[config.mk]
export PLATFORM = sky130hd
export DESIGN_NAME = activation_stage
export DESIGN_NICKNAME = d
export VERILOG_FILES = /design/src/rtl/activation_stage_pkg.sv /design/src/rtl/activation_stage_act_lane.sv /design/src/rtl/activation_stage.sv
export SDC_FILE = /design/constraint.sdc
export NUM_CORES = 1
export LEC_CHECK = 0
export ABC_AREA = 1
export CELL_PAD_IN_SITES_DETAIL_PLACEMENT = 0
export CELL_PAD_IN_SITES_GLOBAL_PLACEMENT = 1
export CORE_MARGIN = 1.5
export CORE_UTILIZATION = 36
export DETAILED_ROUTE_END_ITERATION = 8
export GPL_ROUTABILITY_DRIVEN = 0
export HOLD_SLACK_MARGIN = 0.12
export PLACE_DENSITY = 0.76
export SLEW_MARGIN = 20
export SYNTH_ARGS = -nofsm -noshare
export SYNTH_HDL_FRONTEND = slang
export SYNTH_HIERARCHICAL = 1
export SYNTH_SLANG_ARGS = --single-unit
[constraint.sdc]
create_clock -name clk -period 1.2 [get_ports clk]
set_input_delay 0.18 -clock clk [delete_from_list [all_inputs] [get_ports clk]]
set_output_delay 0.18 -clock clk [all_outputs]
set_load 0.1 [all_outputs]
[src/rtl/activation_stage_pkg.sv]
// Shared constants for the post-pooling activation stage: default geometry,
// activation-type encodings, FSM state encodings and hard-sigmoid constants.
package activation_stage_pkg;

  localparam int unsigned DWIDTH_DEF       = 8;
  localparam int unsigned MAT_MUL_SIZE_DEF = 4;
  localparam int unsigned MASK_WIDTH_DEF   = 4;

  localparam logic ACT_RELU = 1'b0;
  localparam logic ACT_HSIG = 1'b1;

  localparam logic [1:0] IDLE   = 2'd0;
  localparam logic [1:0] ACTIVE = 2'd1;
  localparam logic [1:0] DRAIN  = 2'd2;
  localparam logic [1:0] DONE   = 2'd3;

  localparam int HSIG_OFFSET = 32;
  localparam int HSIG_MAX    = 64;

endpackage

[src/rtl/activation_stage_act_lane.sv]
// Single-lane second-stage datapath: ReLU or hard-sigmoid of one signed lane.
// Masked lanes produce 0 regardless of the selected activation.
module act_lane
  import activation_stage_pkg::*;
#(
  parameter int unsigned DWIDTH = DWIDTH_DEF
) (
  input  logic [DWIDTH-1:0] x,
  input  logic              act_type,
  input  logic              lane_valid,
  output logic [DWIDTH-1:0] y
);

  localparam logic signed [DWIDTH:0] OFFSET = (DWIDTH+1)'(HSIG_OFFSET);
  localparam logic signed [DWIDTH:0] UPPER  = (DWIDTH+1)'(HSIG_MAX);

  logic signed [DWIDTH:0] x_ext;
  logic signed [DWIDTH:0] t;

  // Select the activation; hard-sigmoid is floor(x/4)+32 clamped to [0, 64].
  always_comb begin
    x_ext = $signed({x[DWIDTH-1], x});
    t     = (x_ext >>> 2) + OFFSET;
    y     = '0;
    if (!lane_valid) begin
      y = '0;
    end else if (act_type == ACT_RELU) begin
      y = x[DWIDTH-1] ? '0 : x;
    end else if (t[DWIDTH]) begin
      y = '0;
    end else if (t > UPPER) begin
      y = UPPER[DWIDTH-1:0];
    end else begin
      y = t[DWIDTH-1:0];
    end
  end

endmodule

[src/rtl/activation_stage.sv]
// Element-wise activation stage after pooling. Rows pass through an input
// capture stage, a compute stage and a registered output, counted per tile;
// done_activation tells the controller the tile has fully drained. With the
// stage disabled the whole path is a combinational bypass.
module activation_stage
  import activation_stage_pkg::*;
#(
  parameter int unsigned MAT_MUL_SIZE = MAT_MUL_SIZE_DEF,
  parameter int unsigned DWIDTH       = DWIDTH_DEF,
  parameter int unsigned MASK_WIDTH   = MASK_WIDTH_DEF
) (
  input  logic                           clk,
  input  logic                           reset,
  input  logic                           enable_activation,
  input  logic                           activation_type,
  input  logic                           in_data_available,
  input  logic [MAT_MUL_SIZE*DWIDTH-1:0] inp_data,
  input  logic [MASK_WIDTH-1:0]          validity_mask,
  output logic [MAT_MUL_SIZE*DWIDTH-1:0] out_data,
  output logic                           out_data_available,
  output logic                           done_activation
);

  localparam int unsigned RW = MAT_MUL_SIZE * DWIDTH;
  localparam int unsigned CW = $clog2(MAT_MUL_SIZE) + 1;

  logic [1:0]              state;
  logic [CW-1:0]           row_count;
  logic [CW-1:0]           count_inc;
  logic                    accept;
  logic [RW-1:0]           masked_in;

  logic                    s1_valid;
  logic                    s1_type;
  logic [RW-1:0]           s1_data;
  logic [MAT_MUL_SIZE-1:0] s1_mask;

  logic                    s2_valid;
  logic [RW-1:0]           s2_data;
  logic [RW-1:0]           lane_result;

  logic                    out_valid;
  logic [RW-1:0]           out_reg;

  // Rows are only taken while a tile is open (IDLE or ACTIVE).
  always_comb begin
    accept    = enable_activation && in_data_available && (state == IDLE || state == ACTIVE);
    count_inc = row_count + 1'b1;
  end

  // Zero invalid lanes before capture so they never reach the compute stage.
  always_comb begin
    masked_in = '0;
    for (int unsigned k = 0; k < MAT_MUL_SIZE; k++) begin
      masked_in[k*DWIDTH +: DWIDTH] = validity_mask[k] ? inp_data[k*DWIDTH +: DWIDTH] : '0;
    end
  end

  genvar g;
  generate
    for (g = 0; g < MAT_MUL_SIZE; g++) begin : g_lane
      act_lane #(.DWIDTH(DWIDTH)) u_lane (
        .x          (s1_data[g*DWIDTH +: DWIDTH]),
        .act_type   (s1_type),
        .lane_valid (s1_mask[g]),
        .y          (lane_result[g*DWIDTH +: DWIDTH])
      );
    end
  endgenerate

  // Tile FSM and row counter; disabling the stage returns it to IDLE.
  always_ff @(posedge clk or negedge reset) begin
    if (!reset) begin
      state     <= IDLE;
      row_count <= '0;
    end else if (!enable_activation) begin
      state     <= IDLE;
      row_count <= '0;
    end else begin
      case (state)
        IDLE: begin
          if (in_data_available) begin
            row_count <= CW'(1);
            state     <= (MAT_MUL_SIZE == 1) ? DRAIN : ACTIVE;
          end
        end
        ACTIVE: begin
          if (in_data_available) begin
            row_count <= count_inc;
            if (count_inc == CW'(MAT_MUL_SIZE)) state <= DRAIN;
          end
        end
        DRAIN: begin
          if (!s1_valid && !s2_valid) state <= DONE;
        end
        DONE: begin
          state <= DONE;
        end
        default: state <= IDLE;
      endcase
    end
  end

  // Capture, compute and output registers; data is zeroed behind invalid slots.
  always_ff @(posedge clk or negedge reset) begin
    if (!reset) begin
      s1_valid  <= 1'b0;
      s1_type   <= ACT_RELU;
      s1_data   <= '0;
      s1_mask   <= '0;
      s2_valid  <= 1'b0;
      s2_data   <= '0;
      out_valid <= 1'b0;
      out_reg   <= '0;
    end else if (!enable_activation) begin
      s1_valid  <= 1'b0;
      s1_type   <= ACT_RELU;
      s1_data   <= '0;
      s1_mask   <= '0;
      s2_valid  <= 1'b0;
      s2_data   <= '0;
      out_valid <= 1'b0;
      out_reg   <= '0;
    end else begin
      s1_valid  <= accept;
      s1_type   <= accept ? activation_type : ACT_RELU;
      s1_data   <= accept ? masked_in : '0;
      s1_mask   <= accept ? validity_mask[MAT_MUL_SIZE-1:0] : '0;
      s2_valid  <= s1_valid;
      s2_data   <= s1_valid ? lane_result : '0;
      out_valid <= s2_valid;
      out_reg   <= s2_data;
    end
  end

  // Bypass muxes: disabled stage passes inputs straight through.
  always_comb begin
    out_data           = enable_activation ? out_reg : inp_data;
    out_data_available = enable_activation ? out_valid : in_data_available;
    done_activation    = enable_activation ? (state == DONE) : 1'b1;
  end

endmodule

== Yosys cells after proc, flatten, opt, wreduce, memory -nomap -nowiden ==
Cells that the tools add are included.

* Register bits: 109
* Bits of input ports: 41
* Output and inout port bits: 34
* Logic and storage cells: 86

* Add/sub/neg operators: 5
* Magnitude comparators: 4
* Eq/ne operators: 9
* Multiplexer cells: 49
* Reductions and logical operators: 9

{| class="wikitable"
|+ Operators by type and width
! kind !! count
|-
| 32-bit two-way mux || 6
|-
| 8-bit two-way mux || 20
|-
| 9-bit by 8-bit > comparator with 1-bit output (second input constant) || 4
|-
| 6-bit by 7-bit adder with 8-bit output (second input constant) || 4
|-
| 7-bit two-way mux || 4
|-
| 2-bit two-way mux || 5
|-
| 3-bit two-way mux || 3
|-
| 3-bit inequality test (second input constant) || 3
|-
| 4-bit two-way mux || 2
|-
| 2-bit case mux with 4 select lines || 1
|-
| 1-bit two-way mux || 7
|-
| 3-bit case mux with 2 select lines || 1
|-
| 2-bit equality test (second input constant) || 2
|-
| 4-bit AND reduction || 1
|-
| 3-bit by 1-bit adder with 3-bit output (second input constant) || 1
|-
| 3-bit equality test (second input constant) || 1
|-
| 1-bit logical AND || 3
|-
| 3-bit by 1-bit inequality test with 1-bit output (second input constant) || 1
|-
| 3-bit by 2-bit inequality test with 1-bit output (second input constant) || 1
|-
| 3-bit AND reduction || 1
|-
| 2-bit by 1-bit equality test with 1-bit output (second input constant) || 1
|-
| 1-bit logical NOT || 2
|-
| 2-bit logical NOT || 1
|-
| 1-bit logical OR || 1
|}

== Logic depth before layout (Yosys ltp) ==
Gate-level depths: netlist of run 1.

* Depth in word-level cells: 8
* Depth in mapped cells: 9
* Mapped depth without buffers: 8

== Modules after synthesis ==
Netlist of run 1, hierarchy kept.

{| class="wikitable"
|+ By module, submodules not included
! module !! instances !! cells an instance !! area each (um^2) !! sequential area each (um^2)
|-
| activation_stage || 1 || 437 || 4095.2 || 2727.6
|-
| act_lane || 4 || 24 || 113.9 || 0.0
|}

== Worst setup path before layout of run 1 ==
OpenSTA, ideal clock, no wires.

* Path kind: input to output
* Start: input enable_activation
* End: output out_data[28]
* Data arrival time: 2.704 ns
* Required time: 1.020 ns
* Setup slack: -1.684 ns
* Cell stages on the path: 4
* Path buffers: 3
* Path through: buf_4 buf_6 buf_6 o21ai_0

* Longest elaborated chain between the ends: 1

{| class="wikitable"
|+ RTL lines
! element !! line !! RTL
|-
| start, declared || activation_stage.sv:14 || <nowiki>input logic enable_activation,</nowiki>
|-
| 32-bit two-way mux || activation_stage.sv:138 || <nowiki>out_data = enable_activation ? out_reg : inp_data;</nowiki>
|-
| end, declared || activation_stage.sv:19 || <nowiki>output logic [MAT_MUL_SIZE*DWIDTH-1:0] out_data,</nowiki>
|}

Every way passes these cells.

== Worst setup path after layout of run 1 ==
* Start: register state[1]
* End: output done_activation

* Longest elaborated chain between the ends: 2

{| class="wikitable"
|+ RTL lines
! element !! line !! RTL
|-
| start, declared || activation_stage.sv:27 || <nowiki>logic [1:0] state;</nowiki>
|-
| start signal, assigned || activation_stage.sv:84 || <nowiki>state <= (MAT_MUL_SIZE == 1) ? DRAIN : ACTIVE;</nowiki>
|-
| 2-bit equality test || activation_stage.sv:140 || <nowiki>done_activation = enable_activation ? (state == DONE) : 1'b1;</nowiki>
|-
| 1-bit two-way mux || activation_stage.sv:140 ||
|-
| end, declared || activation_stage.sv:21 || <nowiki>output logic done_activation</nowiki>
|}

Every way passes these cells.

==> impl_results.md, run 1 <==
- FF-to-FF End: s2_data[27]
- Min-delay src: inp_data[6]
- Psw: 0.00253 W
- Pwr Total: 0.00886 W
- Maximum clock path buffer count: 2
- Area occupied by multi-input gates: 1780 um2
- Die ar.: 13300 um2
- GR peak layer: met2
- Mapped Area: 4550 um2
- Yosys reg bits: 109
- R2R Setup Slk: -0.01 ns
- DP Area: 6520 um2
- Worst r2r src: s1_type
- Clock network fraction of total power: 35.7%
- Worst Path Arrival: 1.07 ns
- NumNets Final: 698
- Status: finished, violations left
- Met3 Resource Use GR: 3.56%
- Pwr per Cell Area: 1250 nW/um2
- Mean post-synth cell area: 8.54 um2
- Hpwl dp: 6830 um
- Residual DRC: 0
- 1st-iter DRT viols: 98
- Worst Hold Class: input pin to register
- First-pass GRT wire length: 16400 um
- Switching Fraction: 28.6%
- Hold-critical path depth: 4
- Fin crit share: 104%
- PortBufs: 74
- Failing checks: negative setup slack
- WL per Instance: 12.0 um
- Setup-failing EPs final: 33
- Final non-filler cell total: 827
- Die height: 115 um
- Initial antenna violation count: 0
- Startpoint types: register
- Pint: 0.00633 W
- Total track usage: 15.8%
- Tmin final: 1.25 ns
- Combinational fraction of design power: 20.9%
- Synth warn: 6
- H-tree Lvls: 3
- Site row count: 40
- Ports: 75
- Hold Crit Endpoint: s1_data[6]
- Clock-pin slew on the worst setup and hold paths: 0.07 ns
- Sink Count: 109
- Pin count of the biggest net entering global routing: 35
- Synth Instances: 533
- Area growth from synthesis to layout: 56.0%
- Vias per inst: 4.30
- Crit-path max FO: 3
- CP endpoint kind: output port
- Req. time, crit path: 1.02 ns
- Syn Nets: 576
- RSZ-0062 raised after global routing: yes
- Fill count: 1063
- Final slew viol count: 0
- TritonCTS clock tree: built
- Vias post-DR: 3553
- Register Area: 2730 um2
- Final WS setup: -0.0511 ns
- Layout Skew: 0.0127 ns
- Met2 GRT Util: 27.0%
- Worst reg-to-reg path cell count: 6
- MaxCap Viol Count: 0
- Ant. Diodes: 0
- Kind of critical path: register to output port
- Fin. Hold Viols: 0
- Routed WL: 9910 um
- 1st-pass router iterations: 4
- Max VDD drop: 0.000646 V
- Vias in the first global route: 3622
- Grt ovf: 0
- Clock Latency Late Sink: 0.34 ns
- Fin area: 7100 um2
- Core area: 12200 um2
- Sequential-to-total area share from yosys stat: 59.9%
- Fmax: 799 MHz
- Reg power frac: 43.4%
- Met1 usage: 20.1%
- Num CTS Buffers: 9
- Root Buffer: clkbuf_16
- Starting density of the core: 37.4%
- P_leak: 3.55 nW
- Post-route antenna net violation count: 0
- Die width: 115 um
- Share of cells above drive strength 1: 36.7%
- Placed cell count: 800
- Cell variety after synth: 23
-- cell usage after synthesis, drive strengths merged --
master / n / area (um2)
nand2: 125 / 487
inv: 121 / 454
dfrtp: 109 / 2730
nor2: 81 / 334
o21ai: 40 / 215
a21oi: 16 / 80.1
buf: 16 / 113
nand3: 9 / 50.1
conb: 4 / 15.0
nor3: 4 / 20.0
clkbuf: 3 / 11.3
ha: 2 / 25.0
o22ai: 2 / 12.5
nand4: 1 / 6.26
-- stage by stage --
step           util [%]  TNS [ns]  setup WS, ns  hold WS [ns]
3_3_place_gp       53.6     -6.61        -0.177        0.0865
5_1_grt            58.4     -3.45        -0.108         0.213
4_1_cts            57.0    -0.999       -0.0575         0.232
6_report           58.4    -0.630       -0.0511         0.210
3_5_place_dp       53.6     -8.62        -0.214        0.0966
2_1_floorplan         -    -0.720        -0.110        -0.116
-- cells in the final DEF, fill, tap and decap left out, types with 4 or more instances in the layout --
cell type,count
inv_2,30
dfrtp_1,108
buf_12,42
a21oi_2,13
o21ai_4,33
inv_1,90
nand3_1,7
clkdlybuf4s50_1,21
dlygate4sd2_1,15
nand2_2,43
nor2_4,4
conb_1,4
clkbuf_16,10
nor2_1,75
buf_4,48
nand2_1,81
o21ai_2,4
-- how the worst max path moves through the flow --
stage / startpoint / endpoint / slack [ns] / cells after the start
2_1_floorplan: enable_activation / out_data[28] / -0.11 / 4
3_3_place_gp: in_data_available / out_data_available / -0.18 / 4
3_5_place_dp: in_data_available / row_count[0] / -0.21 / 4
4_1_cts: state[1] / done_activation / -0.06 / 3
5_1_grt: state[1] / done_activation / -0.11 / 3
6_report: state[1] / done_activation / -0.05 / 3
-- kinds of logic after synthesis --
group	synth area share (%)
simple gates	19.7
buf+inv	12.7
flops	59.9
compound gates	6.76
other cells	0.330
fa+ha+maj	0.550
-- critical path: stages (launching register included) --
cell and delay (ns):
dfrtp_1 0.41, nand2_1 0.08, nand2_2 0.06, buf_12 0.17
-- routing by layer --
layer	share of wire [%]	up-vias
met5	0	-
met4	1.1	0
met1	44	1687
met3	3.5	11
met2	51	62
li1	-	1793
-- what timing repair did --
action / in CTS / in global routing
buffers inserted: 4 / 6
endpoints found under the setup margin: 35 / 74
gates resized for setup: 67 / 35
hold buffers: 1 / 0
hold endpoints to repair: 109 / 0
cloned: 0 / 1
pin swaps: 27 / 31
-- final cells by class --
class | count | share of cell area, %
multi-input combinational | 284 | 25.1
clock buffer | 9 | 3.17
sequential | 109 | 38.4
inverter | 121 | 6.43
tap | 168 | 2.96
clock inverter | 6 | 1.32
timing repair buffer | 130 | 22.6
-- power by group through the flow --
stage	clock network, W	registers [W]	logic [W]
floorplan	0	0.00392	0.00102
global placement	0	0.00392	0.00171
detailed placement	0	0.00393	0.00174
CTS	0.00322	0.00384	0.00181
global route	0.00339	0.00386	0.00197
finish	0.00316	0.00385	0.00185
Power figures use the tool's default switching activity.
==> run 2, diff against run 1 <==
- SKIP_LAST_GASP: default -> 1
==> impl_results.md, run 2 (synthesis results as in run 1) <==
- Hpwl dp: 6830 um (unchanged)
- Setup-failing EPs final: 32 (was 33)
- Ports: 75 (unchanged)
- Die width: 115 um (unchanged)
- Pwr Total: 0.00887 W (was 0.00886 W)
- Pre-CTS setup slack: -0.214 ns (unchanged)
- TritonCTS clock tree: built (unchanged)
- Core area: 12200 um2 (unchanged)
- Initial antenna violation count: 0 (unchanged)
- Die ar.: 13300 um2 (unchanged)
- Area growth from synthesis to layout: 56.3% (was 56.0%)
- 1st-iter DRT viols: 106 (was 98)
- H-tree Lvls: 3 (unchanged)
- P_leak: 3.57 nW (was 3.55 nW)
- Maximum clock path buffer count: 2 (unchanged)
- Fin crit share: 105% (was 104%)
- Worst r2r src: s1_type (unchanged)
- Startpoint types: input pin (was register)
- Fill count: 1063 (unchanged)
- Kind of critical path: input pin to output port (was register to output port)
- Pwr per Cell Area: 1250 nW/um2 (about the same)
- Routed WL: 9950 um (was 9910 um)
- Clock-pin slew on the worst setup and hold paths: 0.08 ns (was 0.07 ns)
- Die height: 115 um (unchanged)
- Min-delay src: inp_data[6] (unchanged)
- Layout Skew: 0.0121 ns (was 0.0127 ns)
- Residual DRC: 0 (unchanged)
- Fmax: 797 MHz (was 799 MHz)
- RSZ-0062 raised after global routing: yes (unchanged)
- Max VDD drop: 0.000639 V (was 0.000646 V)
- Tmin final: 1.26 ns (was 1.25 ns)
- WL per Instance: 12.0 um (about the same)
- Num CTS Buffers: 9 (unchanged)
- Status: finished, violations left (unchanged)
- Sink Count: 109 (unchanged)
- Grt ovf: 0 (unchanged)
- R2R Setup Slk: 0 ns (was -0.01 ns)
- Final slew viol count: 0 (unchanged)
- Vias per inst: 4.30 (about the same)
- Post-route antenna net violation count: 0 (unchanged)
- Fin. Hold Viols: 0 (unchanged)
- CP endpoint kind: output port (unchanged)
- Commonest non-fill, non-tap cell in the layout: dfrtp_1 (unchanged)
- NumNets Final: 699 (was 698)
- Ant. Diodes: 0 (unchanged)
- Root Buffer: clkbuf_16 (unchanged)
- Starting density of the core: 37.4% (unchanged)
- Vias post-DR: 3563 (was 3553)
- Pin count of the biggest net entering global routing: 35 (unchanged)
- Worst Path Arrival: 1.08 ns (was 1.07 ns)
- MaxCap Viol Count: 0 (unchanged)
- Crit. Startpoint: inp_data[0] (was state[1])
- 1st-pass router iterations: 4 (unchanged)
- Worst Hold Class: input pin to register (unchanged)
- Commonest cells after routing, fill and taps aside: 108 x dfrtp_1, 98 x inv_1, 81 x nand2_1, 75 x nor2_1, 49 x buf_4 (was 108 x dfrtp_1, 90 x inv_1, 81 x nand2_1, 75 x nor2_1, 48 x buf_4)
- Crit-path max FO: 2 (was 3)
- Site row count: 40 (unchanged)
- PortBufs: 74 (unchanged)
- Vias in the first global route: 3622 (unchanged)
- First-pass GRT wire length: 16500 um (was 16400 um)
- Final WS setup: -0.0554 ns (was -0.0511 ns)
- Total track usage: 15.8% (about the same)
- Clock Latency Late Sink: 0.34 ns (about the same)
- Req. time, crit path: 1.02 ns (about the same)
- Share of cells above drive strength 1: 35.3% (was 36.7%)
- Failing checks: negative setup slack (unchanged)
[run 2: cell types whose count changed in the layout (fill, tap and decap cells not counted), sizes merged]
cell           delta
clkdlybuf4s50     +3
dlymetal6s2s      +1
dlygate4sd2       -4
buf               +1
[run 2: repair_timing]
item | 4_1_cts | 5_1_grt
endpoints found under the hold margin | 109 | 0
hold buffers | 1 | 0
gates cloned | 0 | 1
pin swaps | 27 | 30
buffers inserted | 4 | 7
gates resized for setup | 54 | 36
setup endpoints to repair | 35 | 74
[run 2: power breakdown]
part           leakage, nW  switching, W  internal (W)  total (W)
clock network        0.153       0.00133       0.00184    0.00317
registers             1.51     0.0000757       0.00377    0.00385
logic                 1.91       0.00113      0.000723    0.00185
[run 2: per-stage QoR]
stage | util, % | instances | hold WS, ns | TNS (ns) | cell area [um2]
6_report | 58.5 | 828 | 0.207 | -0.743 | 7110
3_5_place_dp | 53.6 | 800 | 0.0966 | -8.62 | 6520
3_3_place_gp | 53.6 | 800 | 0.0865 | -6.61 | 6520
5_1_grt | 58.5 | 828 | 0.213 | -3.57 | 7110
2_1_floorplan | - | 533 | -0.116 | -0.720 | 5010
4_1_cts | 57.0 | 820 | 0.232 | -1.10 | 6930
[run 2: final timing paths]
check / end / cells after the start
worst min register to register: out_reg[3] / 2
max in group asynchronous: out_reg[15] / 3
min in group asynchronous: row_count[2] / 2
worst max-delay path: out_data[0] / 4
worst min-delay path: s1_data[6] / 4
worst max register to register: s2_data[27] / 6
[run 2: per-layer routing]
| layer | GRT usage, % | wire [um] | up-vias |
|---|---|---|---|
| met5 | 0 | 0 | - |
| met3 | 3.56 | 352 | 14 |
| li1 | - | - | 1797 |
| met2 | 27.1 | 5040 | 67 |
| met4 | 4.61 | 119 | 0 |
| met1 | 20.2 | 4440 | 1685 |
[run 2: area by class of cell]
| type | instances | area [um2] | share of cell area [%] |
|---|---|---|---|
| Inverter | 121 | 457 | 6.42 |
| Multi-Input combinational cell | 284 | 1770 | 24.9 |
| Clock inverter | 6 | 93.8 | 1.32 |
| Clock buffer | 9 | 225 | 3.17 |
| Tap cell | 168 | 210 | 2.96 |
| Sequential cell | 109 | 2730 | 38.4 |
| Timing Repair Buffer | 131 | 1630 | 22.9 |
[run 2: worst max-delay path, cell delays in order]
cell,delay (ns)
clkdlybuf4s50_1,0.46
inv_1,0.08
o21ai_4,0.17
buf_12,0.19
